===== src/rtl/hazard_ctrl_pkg.sv =====
// Shared types for the execute-stage hazard controller.
package hazard_ctrl_pkg;

  // Width of the rd field held in each shadow entry.
  localparam int unsigned RD_W = 5;

  typedef enum logic [1:0] {
    FWD_RF  = 2'd0,
    FWD_EX  = 2'd1,
    FWD_MEM = 2'd2,
    FWD_WB  = 2'd3
  } fwd_sel_e;

  typedef enum logic {
    ST_RUN      = 1'b0,
    ST_MDU_WAIT = 1'b1
  } state_e;

  typedef struct packed {
    logic            v;
    logic [RD_W-1:0] rd;
    logic            ld;
    logic            mdu;
  } shadow_t;

  localparam shadow_t SHADOW_BUBBLE = '0;

  // A source matches a stage only if it is read, the stage is live and the register is not x0.
  function automatic logic rd_match(input shadow_t e, input logic [RD_W-1:0] rs, input logic rs_use);
    return rs_use && e.v && (e.rd == rs) && (rs != '0);
  endfunction

endpackage


===== src/rtl/hazard_match.sv =====
// Per-operand forwarding select and load-hit detection against the shadow stages.
module hazard_match
  import hazard_ctrl_pkg::*;
(
  input  logic [RD_W-1:0] rs,
  input  logic            rs_use,
  input  shadow_t         ex,
  input  shadow_t         mem,
  input  shadow_t         wb,
  output fwd_sel_e        fwd,
  output logic            load_hit
);

  logic ex_hit;
  logic mem_hit;
  logic wb_hit;
  logic unused_bits;

  assign ex_hit  = rd_match(ex, rs, rs_use);
  assign mem_hit = rd_match(mem, rs, rs_use);
  assign wb_hit  = rd_match(wb, rs, rs_use);

  // Youngest producer wins; a load in EX has no result yet, so it falls through to older stages.
  always_comb begin
    fwd = FWD_RF;
    if (ex_hit && !ex.ld) begin
      fwd = FWD_EX;
    end else if (mem_hit) begin
      fwd = FWD_MEM;
    end else if (wb_hit) begin
      fwd = FWD_WB;
    end
  end

  assign load_hit = ex_hit && ex.ld;

  // Entry fields not needed for matching.
  assign unused_bits = ^{ex.mdu, mem.ld, mem.mdu, wb.ld, wb.mdu};

endmodule


===== src/rtl/hazard_ctrl.sv =====
// Execute-stage sequencing: issue/hold/bubble decisions, forwarding selects and MDU wait.
module hazard_ctrl
  import hazard_ctrl_pkg::*;
#(
  parameter int unsigned REG_W       = 5,
  parameter int unsigned MDU_TIMEOUT = 64,
  parameter int unsigned TO_W        = 7
) (
  input  logic             clk,
  input  logic             rst,
  input  logic             dec_valid_i,
  input  logic [REG_W-1:0] dec_rs1_i,
  input  logic [REG_W-1:0] dec_rs2_i,
  input  logic             dec_rs1_use_i,
  input  logic             dec_rs2_use_i,
  input  logic [REG_W-1:0] dec_rd_i,
  input  logic             dec_load_i,
  input  logic             dec_mdu_i,
  input  logic             mdu_done_i,
  input  logic             redirect_i,
  output logic             stall_front_o,
  output logic             hold_ex_o,
  output logic             bubble_ex_o,
  output logic             flush_o,
  output logic [1:0]       fwd1_o,
  output logic [1:0]       fwd2_o,
  output logic             mdu_err_o
);

  state_e          state_q;
  shadow_t         ex_q;
  shadow_t         mem_q;
  shadow_t         wb_q;
  shadow_t         dec_entry;
  logic [TO_W-1:0] to_cnt_q;
  logic            mdu_err_q;

  fwd_sel_e        fwd1_sel;
  fwd_sel_e        fwd2_sel;
  logic            ld_hit1;
  logic            ld_hit2;
  logic            run_c;
  logic            load_use_c;
  logic            issue_c;

  hazard_match u_match_rs1 (
    .rs       (RD_W'(dec_rs1_i)),
    .rs_use   (dec_rs1_use_i),
    .ex       (ex_q),
    .mem      (mem_q),
    .wb       (wb_q),
    .fwd      (fwd1_sel),
    .load_hit (ld_hit1)
  );

  hazard_match u_match_rs2 (
    .rs       (RD_W'(dec_rs2_i)),
    .rs_use   (dec_rs2_use_i),
    .ex       (ex_q),
    .mem      (mem_q),
    .wb       (wb_q),
    .fwd      (fwd2_sel),
    .load_hit (ld_hit2)
  );

  // The MDU done cycle behaves as a normal RUN cycle, so the pipe advances on that edge.
  always_comb begin
    run_c            = (state_q == ST_RUN) || mdu_done_i;
    load_use_c       = dec_valid_i && (ld_hit1 || ld_hit2);
    issue_c          = run_c && dec_valid_i && !load_use_c && !redirect_i;
    dec_entry        = SHADOW_BUBBLE;
    dec_entry.v      = 1'b1;
    dec_entry.rd     = RD_W'(dec_rd_i);
    dec_entry.ld     = dec_load_i;
    dec_entry.mdu    = dec_mdu_i;
  end

  // Control outputs are same-cycle decisions; all read zero while reset is held.
  always_comb begin
    stall_front_o = 1'b0;
    hold_ex_o     = 1'b0;
    bubble_ex_o   = 1'b0;
    flush_o       = 1'b0;
    fwd1_o        = 2'(FWD_RF);
    fwd2_o        = 2'(FWD_RF);
    if (!rst) begin
      flush_o       = run_c && redirect_i;
      bubble_ex_o   = run_c && (redirect_i || load_use_c);
      hold_ex_o     = !run_c;
      stall_front_o = !run_c || (!redirect_i && load_use_c);
      fwd1_o        = 2'(fwd1_sel);
      fwd2_o        = 2'(fwd2_sel);
    end
  end

  // State, shadow pipeline and MDU timeout tracking.
  always_ff @(posedge clk or posedge rst) begin
    if (rst) begin
      state_q   <= ST_RUN;
      ex_q      <= SHADOW_BUBBLE;
      mem_q     <= SHADOW_BUBBLE;
      wb_q      <= SHADOW_BUBBLE;
      to_cnt_q  <= '0;
      mdu_err_q <= 1'b0;
    end else if (run_c) begin
      ex_q     <= issue_c ? dec_entry : SHADOW_BUBBLE;
      mem_q    <= ex_q;
      wb_q     <= mem_q;
      state_q  <= (issue_c && dec_mdu_i) ? ST_MDU_WAIT : ST_RUN;
      to_cnt_q <= '0;
    end else begin
      mem_q <= SHADOW_BUBBLE;
      wb_q  <= mem_q;
      if (to_cnt_q != TO_W'(MDU_TIMEOUT)) begin
        to_cnt_q <= to_cnt_q + TO_W'(1);
      end
      // Flag rises on the edge the counter reaches the limit; the FSM keeps waiting.
      if (to_cnt_q >= TO_W'(MDU_TIMEOUT - 1)) begin
        mdu_err_q <= 1'b1;
      end
    end
  end

  assign mdu_err_o = mdu_err_q;

endmodule


===== config.mk =====
export PLATFORM = sky130hd
export DESIGN_NAME = hazard_ctrl
export DESIGN_NICKNAME = d
export VERILOG_FILES = /design/src/rtl/hazard_ctrl_pkg.sv /design/src/rtl/hazard_match.sv /design/src/rtl/hazard_ctrl.sv
export SDC_FILE = /design/constraint.sdc
export NUM_CORES = 1
export LEC_CHECK = 0
export BUFFER_PORTS_ARGS = -buffer_cell sky130_fd_sc_hd__buf_2
export CAP_MARGIN = 40
export CORE_ASPECT_RATIO = 1.75
export CORE_MARGIN = 2
export CORE_UTILIZATION = 30
export CTS_BUF_LIST = sky130_fd_sc_hd__clkbuf_16
export DETAILED_ROUTE_END_ITERATION = 10
export SLEW_MARGIN = 20
export SYNTH_ARGS = -nofsm -noshare
export SYNTH_HDL_FRONTEND = slang
export SYNTH_HIERARCHICAL = 1
export SYNTH_SLANG_ARGS = --single-unit
export TNS_END_PERCENT = 10

===== constraint.sdc =====
create_clock -name clk -period 2.1 [get_ports clk]
set_input_delay 0.105 -clock clk [delete_from_list [all_inputs] [get_ports clk]]
set_output_delay 0.105 -clock clk [all_outputs]
set_load 0.01 [all_outputs]

* Word level (Yosys, flattened, before mapping)
Cells that the tools add are included.
** Storage, ports and cells
- Memories :: 0
- Bits in registers :: 29
- Input port bits :: 24
- RAM bits :: 0
- Memory bits (read-only) :: 0
- Latch bits :: 0
** Operators by class
- Shift operators :: 0
- Equality and inequality tests :: 7
- Bitwise operators :: 2
- Add/sub/neg operators :: 1
- Reduce and logical (&&, ||, !) cells :: 42
- Multipliers :: 0
- Divide/modulo/power cells :: 0
- Muxes and demuxes :: 17
- Magnitude comparators :: 1
** Operator list (count)
- equality test 5 bit :: 6
- logical AND 1 bit :: 30
- two-way mux 2 bit :: 8
- two-way mux 8 bit :: 2
- two-way mux 7 bit :: 2
- nonzero test 5 bit :: 2
- adder 7 x 1 -> 7 bit, second input constant :: 1
- >= comparator 7 x 6 -> 1 bit, second input constant :: 1
- != test 7 bit, second input constant :: 1
- two-way mux 1 bit :: 5
- zero test 1 bit :: 4
- logical OR 1 bit :: 4
- NOT 1 bit :: 2
- AND reduction 2 bit :: 1
- nonzero test 2 bit :: 1

* Depth between registers and ports, before layout
Gate-level depths: netlist of run 1.
- Word-level depth :: 11
- Mapped depth :: 7
- Depth with buffers taken out :: 7

* By module
Netlist of run 1, hierarchy kept.
** By module, submodules not included
- hazard_ctrl :: cells an instance 104, instances 1, area an instance 1260.0 um^2, seq. area each 800.8 um^2
- hazard_match :: cells an instance 30, instances 2, area an instance 239.0 um^2, seq. area each 0.0 um^2

* Least setup slack after synthesis of run 1
Ideal clock, no wire load.
- Path type :: input -> register
- Start :: in dec_rs2_i[0]
- End :: reg ex_q[1] (netlist name)
- Data arrival time :: 1.687 ns
- Library setup time :: 0.066 ns
- Path slack :: 0.347 ns
- Stages :: 7
- Required time :: 2.034 ns
- Cell sequence :: or4_4 -> o21ai_2 -> nor3_1 -> and3_1 -> or2_2 -> nor3_4 -> a22o_1
** Between the ends
- Cells in the longest elaborated chain, start to end :: 10
** RTL lines
- from (decl) :: line hazard_ctrl.sv:13 : input logic [REG_W-1:0] dec_rs2_i,
- equality test 5 bit :: line hazard_ctrl_pkg.sv:30 : return rs_use && e.v && (e.rd == rs) && (rs != '0);
- logical AND 1 bit :: line hazard_ctrl_pkg.sv:30
- logical AND 1 bit * :: line hazard_ctrl_pkg.sv:30
- logical AND 1 bit * :: line hazard_match.sv:35 : assign load_hit = ex_hit && ex.ld;
- net ld_hit2 :: line hazard_ctrl.sv:41 : logic ld_hit2;
- logical OR 1 bit * :: line hazard_ctrl.sv:69 : load_use_c = dec_valid_i && (ld_hit1 || ld_hit2);
- logical AND 1 bit * :: line hazard_ctrl.sv:69
- zero test 1 bit * :: line hazard_ctrl.sv:70 : issue_c = run_c && dec_valid_i && !load_use_c && !redirect_i;
- logical AND 1 bit * (2 in series) :: line hazard_ctrl.sv:70
- two-way mux 8 bit * :: line hazard_ctrl.sv:106 : ex_q <= issue_c ? dec_entry : SHADOW_BUBBLE;
- to (signal assigned) :: line hazard_ctrl.sv:106
- to (decl) :: line hazard_ctrl.sv:31 : shadow_t ex_q;
The timed path passes the listed nets; every way through them passes the cells marked *.
A chain may end at the register's enable or synchronous reset.

* Worst setup path in the final report of run 1
- Start :: reg ex_q[4] (netlist name)
- End :: out fwd1_o[0]
** Between the ends
- Cells in the longest elaborated chain, start to end :: 6
** RTL lines
- equality test 5 bit :: line hazard_ctrl_pkg.sv:30
- logical AND 1 bit (2 in series) :: line hazard_ctrl_pkg.sv:30
- logical AND 1 bit :: line hazard_match.sv:26 : if (ex_hit && !ex.ld) begin
- two-way mux 2 bit :: line hazard_match.sv:26
- net fwd1_sel[0] :: line hazard_ctrl.sv:38 : fwd_sel_e fwd1_sel;
- two-way mux 2 bit :: line hazard_ctrl.sv:86 : if (!rst) begin
- to (decl) :: line hazard_ctrl.sv:25 : output logic [1:0] fwd1_o,
The timed path passes the listed nets, and every way through them passes these cells.

==> results.sh, run 1 <==
export IMPL_route_detailed_drc=0
export IMPL_mappedNetlistNets=184
export IMPL_post_route_cells_drive_above_1_share_pct=29.0
export IMPL_grt_max_degree=29
export IMPL_clock_sinks=28
export IMPL_average_vias_per_placed_instance=5.09
export IMPL_number_of_detailed_route_iterations_in_the_first_pass=4
export IMPL_port_buffers=32
export IMPL_syn_avg_cell_area_um2=10.3
export IMPL_final_setup_tns_ns=0
export IMPL_via_count_of_the_first_global_routing_pass=1300
export IMPL_outcome="complete, no violations"
export IMPL_clockBufferDepth=2
export IMPL_antenna_found_initial=0
export IMPL_fillerInstances=544
export IMPL_critical_path_endpoint_type="output pin"
export IMPL_number_of_top_level_design_ports=33
export IMPL_seq_area_um2=702
export IMPL_synth_area_um2=1630
export IMPL_worst_pin_slew_ns=0.490
export IMPL_power_density_nw_per_um2=590
export IMPL_start_util_pct=30.9
export IMPL_cellLeakagePower_nw=0.989
export IMPL_critical_path_startpoint_type="register"
export IMPL_place_hpwl_um=2860
export IMPL_achievable_frequency_ghz=0.505
export IMPL_timing_max_transition_violations_final=0
export IMPL_post_route_minimum_period_ns=1.98
export IMPL_ant_nets_after_route=0
export IMPL_die_area_um2=6050
export IMPL_mostFrequentLayoutCells="32 x sky130_fd_sc_hd__buf_2, 27 x sky130_fd_sc_hd__dfrtp_1, 24 x sky130_fd_sc_hd__xor2_1"
export IMPL_cts_htree_levels=1
export IMPL_synthesis_yosys_warnings=6
export IMPL_pre_cts_slack_ns=0.0385
export IMPL_insertedDiodeCount=0
export IMPL_layout_cells_most_common="sky130_fd_sc_hd__buf_2"
export IMPL_layout_nets=227
export IMPL_peakVddDrop_mv=0.230
export IMPL_number_of_design_rule_violations_left_by_the_first_detailed_router_iteration=50
export IMPL_hold_path_class="input port to register"
export IMPL_final_design_area_no_fill_um2=2030
export IMPL_postLayoutSetupSlackWorst_ns=0.119
export IMPL_aggregate_global_route_resource_usage_pct=12.8
export IMPL_numCtsBuffers=3
export IMPL_multi_input_area_um2=920
export IMPL_insertion_delay_ns=0.26
export IMPL_wl_per_cell_um=14.2
export IMPL_worst_ep_arrival_time_ns=1.88
export IMPL_slew_headroom_pct=67.3
export IMPL_grt_first_pass_wirelength_um=5930
export IMPL_netlist_instances=158
export IMPL_final_estimated_routing_congestion_in_global_placement=0.786
export IMPL_chip_width_um=59.6
export IMPL_routed_wirelength_um=3610
export IMPL_clock_transition_at_the_register_clock_pins_on_the_worst_setup_and_hold_paths_after_cts_ns=0.07
export IMPL_final_min_period_over_clock_period_pct=94.3
export IMPL_cts_tree="yes"
export IMPL_layout_area_overhead_vs_synth_pct=24.9
export IMPL_route_vias_total=1299
export IMPL_placement_rows=35
export IMPL_dpl_cell_area_um2=1890
export IMPL_finalSetupViolations=0
export IMPL_globalRoute_totalOverflow=0
export IMPL_chipHeight_um=101
export IMPL_cap_violations=0
export IMPL_timing_worst_setup_path_type="register to output pin"
export IMPL_design_core_area_um2=5260
export IMPL_timing_final_hold_violations=0
export IMPL_finClkSkew_ns=0.00599
export IMPL_critical_path_peak_fanout=4
export IMPL_worst_ep_required_time_ns=2.00
export IMPL_clockRootBuffer="sky130_fd_sc_hd__clkbuf_16"
## cell type report
cell class,instances,area share (%)
Clock buffer,3,3.70
Clock inverter,1,0.185
Inverter,6,1.11
Multi-Input combinational cell,120,45.3
Sequential cell,28,34.6
Tap cell,55,3.39
Timing Repair Buffer,42,11.7
## registers in the layout, summed over array words and instances, names as in the netlist
name       count
ex_q           7
wb_q           6
mdu_err_o      1
mem_q          6
state_q        1
to_cnt_q       7
## critical path, cell delays in order (launching register included)
cell and delay, ns:
sky130_fd_sc_hd__dfrtp_2 0.45, sky130_fd_sc_hd__xnor2_2 0.20, sky130_fd_sc_hd__nand3_1 0.12, sky130_fd_sc_hd__nor4_1 0.42
sky130_fd_sc_hd__a22o_1 0.20, sky130_fd_sc_hd__nor2b_1 0.11, sky130_fd_sc_hd__buf_2 0.13
## where the power goes
part	internal [mW]	switching, mW	total [mW]	leakage, nW
registers	0.562	0.0254	0.587	0.378
logic	0.0836	0.0952	0.179	0.573
clock network	0.255	0.175	0.431	0.0385
total	0.901	0.296	1.20	0.989
## per-stage QoR
stage               utilization, %  instances  hold WS, ns  total power [mW]
floorplan                        -        158        0.238             0.689
global placement              36.0        249        0.275             0.765
detailed placement            36.0        249        0.279             0.767
CTS                           37.7        254       0.0567              1.20
global route                  38.6        255       0.0626              1.25
finish                        38.6        255       0.0539              1.20
## per-layer routing
| layer | track usage [%] | vias to the layer above | share of wire (%) |
|---|---|---|---|
| li1 | - | 639 | - |
| met1 | 15.3 | 625 | 41 |
| met2 | 22.3 | 27 | 54 |
| met3 | 1.92 | 8 | 3.6 |
| met4 | 5.30 | 0 | 2.0 |
| met5 | 0 | - | 0 |
## final timing paths
path                                     start                  end  slack, ns  cells past startpoint
max reg2reg                ex_q[4]$_DFFE_PP0P_  ex_q[4]$_DFFE_PP0P_       0.38                      7
max                        ex_q[4]$_DFFE_PP0P_            fwd1_o[0]       0.12                      6
min in group asynchronous                  rst   mem_q[3]$_DFF_PP0_       0.52                      4
min reg2reg                 mem_q[7]$_DFF_PP0_    wb_q[7]$_DFF_PP0_       0.42                      0
min                                dec_rd_i[1]  ex_q[3]$_DFFE_PP0P_       0.05                      2
max in group asynchronous                  rst  ex_q[4]$_DFFE_PP0P_       1.29                      4
## timing repair
item / in CTS / in global routing
hold endpoints to repair: 15 / 0
resized for setup: 0 / 8
endpoints found under the setup margin: 0 / 5
buffers inserted: 0 / 1
hold buffers: 1 / 0
Note: power is estimated with default switching activity, not from simulation.
==> run 2, diff against run 1 <==
Settings changed: CELL_PAD_IN_SITES_DETAIL_PLACEMENT from default to 0, CELL_PAD_IN_SITES_GLOBAL_PLACEMENT from default to 1, PLACE_DENSITY_LB_ADDON from default to 0.1.
==> results.sh, run 2 (same netlist as run 1, synthesis figures left out) <==
export IMPL_critical_path_peak_fanout=4
export IMPL_place_hpwl_um=3310
export IMPL_achievable_frequency_ghz=0.510
export IMPL_finClkSkew_ns=0.00255
export IMPL_seq_area_um2=702
export IMPL_ff2ff_path_depth=7
export IMPL_cts_htree_levels=1
export IMPL_clockRootBuffer="sky130_fd_sc_hd__clkbuf_16"
export IMPL_final_setup_tns_ns=0
export IMPL_ctsHoldBuffers=0
export IMPL_reg2reg_setup_slack_ns=0.24
export IMPL_layout_cells_most_common="sky130_fd_sc_hd__buf_2"
export IMPL_power_report_internal_total_mw=1.03
export IMPL_layout_cells_non_filler=255
export IMPL_final_design_area_no_fill_um2=2100
export IMPL_hold_worst_slack_ns=-0.00440
export IMPL_final_core_utilization_pct=40.0
export IMPL_outcome="finished, violations left"
export IMPL_power_share_switching_pct=23.3
export IMPL_worst_ep_arrival_time_ns=1.86
export IMPL_layout_area_overhead_vs_synth_pct=29.3
export IMPL_grt_first_pass_wirelength_um=6840
export IMPL_insertion_delay_ns=0.26
export IMPL_grt_setup_unrepaired="false"
export IMPL_netSwitchingPower_mw=0.311
export IMPL_number_of_detailed_route_iterations_in_the_first_pass=4
export IMPL_final_min_period_over_clock_period_pct=93.4
export IMPL_aggregate_global_route_resource_usage_pct=14.9
export IMPL_route_vias_total=1343
export IMPL_cellLeakagePower_nw=1.01
export IMPL_largest_regs="ex_q (7), to_cnt_q (7)"
export IMPL_post_route_minimum_period_ns=1.96
export IMPL_place_inst=249
export IMPL_power_share_sequential_pct=43.9
export IMPL_worst_ep_required_time_ns=2.00
export IMPL_die_area_um2=6050
export IMPL_critical_path_startpoint_type="register"
export IMPL_timing_final_hold_violations=7
export IMPL_ant_nets_after_route=0
export IMPL_routed_wirelength_um=4060
export IMPL_multi_input_area_um2=968
export IMPL_wl_per_cell_um=15.9
export IMPL_peakVddDrop_mv=0.295
export IMPL_port_buffers=32
export IMPL_average_vias_per_placed_instance=5.27
export IMPL_capture_instance_of_the_worst_register_to_register_path="ex_q[6]$_DFFE_PP0P_"
export IMPL_post_route_cells_drive_above_1_share_pct=33.5
export IMPL_worst_pin_slew_ns=0.548
export IMPL_number_of_design_rule_violations_left_by_the_first_detailed_router_iteration=59
export IMPL_fillerInstances=534
export IMPL_via_count_of_the_first_global_routing_pass=1456
export IMPL_placement_rows=35
export IMPL_power_density_nw_per_um2=637
export IMPL_final_estimated_routing_congestion_in_global_placement=0.736
export IMPL_dpl_cell_area_um2=1890
export IMPL_power_combinational_fraction_pct=14.3
export IMPL_grt_max_degree=29
export IMPL_cts_tree="yes"
export IMPL_slew_headroom_pct=63.4
export IMPL_start_util_pct=30.9
export IMPL_r2r_start="ex_q[5]$_DFFE_PP0P_"
export IMPL_critical_path_endpoint_type="output pin"
export IMPL_globalRoute_totalOverflow=0
export IMPL_layout_nets=227
export IMPL_design_core_area_um2=5260
export IMPL_antenna_found_initial=0
export IMPL_timing_worst_setup_path_type="register to output pin"
export IMPL_share_of_power_burned_in_the_clock_network_pct=41.8
export IMPL_violations="hold timing"
export IMPL_route_detailed_drc=0
export IMPL_clockBufferDepth=2
export IMPL_insertedDiodeCount=0
export IMPL_hold_path_class="input port to async pin"
export IMPL_finalSetupViolations=0
export IMPL_cap_violations=0
export IMPL_clock_sinks=28
export IMPL_number_of_top_level_design_ports=33
export IMPL_chipHeight_um=101
export IMPL_timing_max_transition_violations_final=0
export IMPL_clock_transition_at_the_register_clock_pins_on_the_worst_setup_and_hold_paths_after_cts_ns=0.07
export IMPL_chip_width_um=59.6
export IMPL_numCtsBuffers=3
export IMPL_mostFrequentLayoutCells="32 x sky130_fd_sc_hd__buf_2, 27 x sky130_fd_sc_hd__dfrtp_1, 24 x sky130_fd_sc_hd__xor2_1"
[run 2: changes by cell type in the layout (fill, tap and decap cells not counted), sizes merged]
cell | before | now
buf | 41 | 42
bufinv | 0 | 1
clkinv | 1 | 0
dlygate4sd3 | 1 | 0
[run 2: final cells by class]
class | instances | share of cell area (%)
inverters | 6 | 1.07
clock buffers | 3 | 3.57
repair buffers | 42 | 11.2
well taps | 55 | 3.27
clock inverters | 1 | 1.43
flip-flops and latches | 28 | 33.4
multi-input cells | 120 | 46.1
[run 2: worst max-delay path: stages, from the launching register on]
cell	delay (ns)
sky130_fd_sc_hd__dfrtp_1	0.44
sky130_fd_sc_hd__xor2_1	0.26
sky130_fd_sc_hd__nor3_2	0.09
sky130_fd_sc_hd__and3_1	0.17
sky130_fd_sc_hd__or2_4	0.27
sky130_fd_sc_hd__a21oi_2	0.15
sky130_fd_sc_hd__nor3_2	0.05
sky130_fd_sc_hd__buf_2	0.16
[run 2: per-stage QoR]
stage               worst slack [ns]  total power [mW]
floorplan                      0.347             0.689
global placement              0.0758             0.767
detailed placement            0.0426             0.770
CTS                          0.00656              1.34
global route                  0.0261              1.41
finish                         0.138              1.34
[run 2: layer usage]
metal / part of all wire (%) / global-route usage, % / vias up
met3: 3.2 / 1.15 / 4
met1: 36 / 15.7 / 660
met4: 1.2 / 4.79 / 0
met2: 59 / 29.4 / 32
met5: 0 / 0 / -
li1: - / - / 647
[run 2: worst max path at each step]
stage               depth (start not counted)           startpoint                   to  slack (ns)
global placement                            8         dec_rs1_i[0]  ex_q[5]$_DFFE_PP0P_        0.08
detailed placement                          8         dec_rs1_i[0]  ex_q[6]$_DFFE_PP0P_        0.04
finish                                      7  ex_q[5]$_DFFE_PP0P_          bubble_ex_o        0.14
floorplan                                   7         dec_rs2_i[0]  ex_q[1]$_DFFE_PP0P_        0.35
global route                                7  ex_q[2]$_DFFE_PP0P_          bubble_ex_o        0.03
CTS                                         6   mem_q[4]$_DFF_PP0_            fwd1_o[1]       0.007
[run 2: power groups by stage]
| stage | Combinational (mW) | Sequential [mW] | Clock [mW] |
|---|---|---|---|
| floorplan | 0.0988 | 0.590 | 0 |
| global placement | 0.169 | 0.597 | 0 |
| detailed placement | 0.172 | 0.598 | 0 |
| CTS | 0.178 | 0.588 | 0.571 |
| global route | 0.212 | 0.593 | 0.602 |
| finish | 0.191 | 0.588 | 0.559 |
[run 2: repair_timing]
action,CTS,global route
setup buffers,0,2
endpoints found under the setup margin,4,6
gates resized for setup,3,13
pin swaps,0,9
==> run 3, diff against run 2 <==
Settings changed: SLEW_MARGIN 20 to default, SYNTH_HIERARCHICAL 1 to default.
==> results.sh, run 3 <==
export IMPL_post_route_cells_drive_above_1_share_pct=24.0
export IMPL_final_min_period_over_clock_period_pct=94.8
export IMPL_slew_headroom_pct=47.6
export IMPL_route_vias_total=1265
export IMPL_syn_avg_cell_area_um2=9.82
export IMPL_worst_pin_slew_ns=0.784
export IMPL_capture_instance_of_the_worst_register_to_register_path="to_cnt_q[1]$_DFFE_PP0P_"
export IMPL_timing_max_transition_violations_final=0
export IMPL_synth_flop_cell="sky130_fd_sc_hd__dfrtp_1"
export IMPL_timing_final_hold_violations=0
export IMPL_largest_regs="ex_q (7), to_cnt_q (7)"
export IMPL_critical_path_peak_fanout=3
export IMPL_grt_first_pass_wirelength_um=6710
export IMPL_origin_of_the_worst_min_delay_path="dec_load_i"
export IMPL_clock_transition_at_the_register_clock_pins_on_the_worst_setup_and_hold_paths_after_cts_ns=0.07
export IMPL_r2r_start="to_cnt_q[0]$_DFFE_PP0P_"
export IMPL_postLayoutSetupSlackWorst_ns=0.109
export IMPL_dpl_cell_area_um2=1800
export IMPL_chipHeight_um=99.4
export IMPL_layout_cells_non_filler=250
export IMPL_place_inst=245
export IMPL_grt_max_degree=22
export IMPL_power_density_nw_per_um2=621
export IMPL_hold_worst_slack_ns=0.0826
export IMPL_synthesis_yosys_warnings=0
export IMPL_hold_depth=3
export IMPL_placement_rows=34
export IMPL_fillerInstances=530
export IMPL_critical_path_startpoint_type="register"
export IMPL_achievable_frequency_ghz=0.502
export IMPL_peakVddDrop_mv=0.400
export IMPL_mappedNetlistNets=185
export IMPL_reg2reg_setup_slack_ns=0.12
export IMPL_clock_sinks=28
export IMPL_worst_ep_required_time_ns=2.00
export IMPL_die_area_um2=5820
export IMPL_layout_area_overhead_vs_synth_pct=22.4
export IMPL_aggregate_global_route_resource_usage_pct=15.4
export IMPL_pre_cts_slack_ns=0.118
export IMPL_clockBufferDepth=2
export IMPL_final_setup_tns_ns=0
export IMPL_critical_path_endpoint_type="output pin"
export IMPL_post_layout_total_power_mw=1.19
export IMPL_cts_htree_levels=1
export IMPL_final_estimated_routing_congestion_in_global_placement=0.860
export IMPL_route_detailed_drc=0
export IMPL_synthTopCellsByCount="28 x sky130_fd_sc_hd__dfrtp_1, 24 x sky130_fd_sc_hd__xnor2_1, 18 x sky130_fd_sc_hd__nand2_1, 12 x sky130_fd_sc_hd__xor2_1, 9 x sky130_fd_sc_hd__nor2_1"
export IMPL_layout_nets=223
export IMPL_synthArstFlopShare_pct=100
export IMPL_ys_types=33
export IMPL_final_design_area_no_fill_um2=1910
export IMPL_cap_violations=0
export IMPL_finClkSkew_ns=0.00457
export IMPL_post_route_minimum_period_ns=1.99
export IMPL_numCtsBuffers=3
export IMPL_chip_width_um=58.5
export IMPL_synth_top_area_share_pct=44.9
export IMPL_number_of_design_rule_violations_left_by_the_first_detailed_router_iteration=31
export IMPL_port_buffers=32
export IMPL_cellLeakagePower_nw=0.862
export IMPL_design_core_area_um2=4980
export IMPL_grt_setup_unrepaired="false"
export IMPL_hold_path_class="input port to register"
export IMPL_place_hpwl_um=3200
export IMPL_timing_worst_setup_path_type="register to output pin"
export IMPL_number_of_top_level_design_ports=33
export IMPL_worst_ep_arrival_time_ns=1.89
export IMPL_insertedDiodeCount=0
export IMPL_synth_area_um2=1560
export IMPL_start_util_pct=31.4
export IMPL_netlist_instances=159
export IMPL_number_of_detailed_route_iterations_in_the_first_pass=4
export IMPL_average_vias_per_placed_instance=5.06
export IMPL_ant_nets_after_route=0
export IMPL_routed_wirelength_um=4050
export IMPL_globalRoute_totalOverflow=0
export IMPL_finalSetupViolations=0
export IMPL_synth_top_cell_by_area="sky130_fd_sc_hd__dfrtp_1"
export IMPL_mostFrequentLayoutCells="32 x sky130_fd_sc_hd__buf_2, 27 x sky130_fd_sc_hd__dfrtp_1, 23 x sky130_fd_sc_hd__xnor2_1"
export IMPL_yosys_register_bits=28
export IMPL_antenna_found_initial=0
export IMPL_synth_seq_area_share_pct=44.9
export IMPL_clockRootBuffer="sky130_fd_sc_hd__clkbuf_16"
export IMPL_yosys_top_cells_area="sky130_fd_sc_hd__dfrtp_1 45%, sky130_fd_sc_hd__xnor2_1 13%, sky130_fd_sc_hd__xor2_1 6.7%"
export IMPL_wl_per_cell_um=16.2
export IMPL_final_core_utilization_pct=38.4
export IMPL_insertion_delay_ns=0.26
export IMPL_yosysMostFrequentCell="sky130_fd_sc_hd__dfrtp_1"
export IMPL_via_count_of_the_first_global_routing_pass=1453
export IMPL_outcome="complete, no violations"
export IMPL_worstHoldEndpoint="ex_q[1]$_DFFE_PP0N_"
export IMPL_ff2ff_path_depth=6
export IMPL_cts_tree="yes"
export IMPL_postCtsSetupBuffers=0
export IMPL_layout_cells_most_common="sky130_fd_sc_hd__buf_2"
export IMPL_synth_edff_count=0
[run 3: final cells by class]
cell class	count	area, um^2	share of cell area, %
timing repair buffer	35	185	9.69
tap	54	67.6	3.53
multi-input combinational	124	860	45.0
clock inverter	1	3.75	0.196
inverter	5	18.8	0.982
sequential	28	702	36.7
clock buffer	3	75.1	3.93
[run 3: cells by family (layout without fill, tap and decap cells)]
kind of cell / count (synthesis) / after routing / synth area share (%)
AO/OA/AOI/OAI: 23 / 23 / 10.2
XOR/XNOR: 36 / 36 / 20.2
adder cells (fa/ha/maj): 2 / 2 / 1.60
buffers and inverters: 7 / 44 / 1.68
flip-flops: 28 / 28 / 44.9
multiplexers: 1 / 1 / 0.641
AND/OR/NAND/NOR: 62 / 62 / 20.8
[run 3: worst max path at each step]
stage                                 start                       to  depth (start not counted)
global route        to_cnt_q[0]$_DFFE_PP0P_  to_cnt_q[1]$_DFFE_PP0P_                          6
global placement    to_cnt_q[0]$_DFFE_PP0P_  to_cnt_q[1]$_DFFE_PP0P_                          6
finish                   mem_q[3]$_DFF_PP0_                fwd1_o[1]                          6
CTS                     ex_q[4]$_DFFE_PP0N_              bubble_ex_o                          6
floorplan           to_cnt_q[0]$_DFFE_PP0P_  to_cnt_q[1]$_DFFE_PP0P_                          6
detailed placement  to_cnt_q[0]$_DFFE_PP0P_  to_cnt_q[1]$_DFFE_PP0P_                          6
[run 3: worst max-delay path, stage by stage (launching register included)]
cell and delay [ns]:
sky130_fd_sc_hd__dfrtp_1 0.43, sky130_fd_sc_hd__xor2_1 0.18, sky130_fd_sc_hd__nor4_2 0.42, sky130_fd_sc_hd__nand3_1 0.16, sky130_fd_sc_hd__o21bai_1 0.15, sky130_fd_sc_hd__and3_1 0.16
sky130_fd_sc_hd__buf_2 0.12
[run 3: timing repair]
action,in CTS,in global routing
hold endpoints to repair,7,0
hold buffers,1,0
resized for setup,1,4
setup endpoints to repair,1,4
pin swaps,0,4
[run 3: metal layers]
layer  routed length, um  global-route usage (%)
met5                   0                       0
met4                 147                    7.51
met3                 142                    1.95
met2                2400                    30.3
met1                1370                    14.7
[run 3: power by group]
part,total [mW],internal (mW),switching [mW]
clock network,0.437,0.255,0.181
registers,0.587,0.562,0.0255
logic,0.163,0.0748,0.0886
total,1.19,0.892,0.295
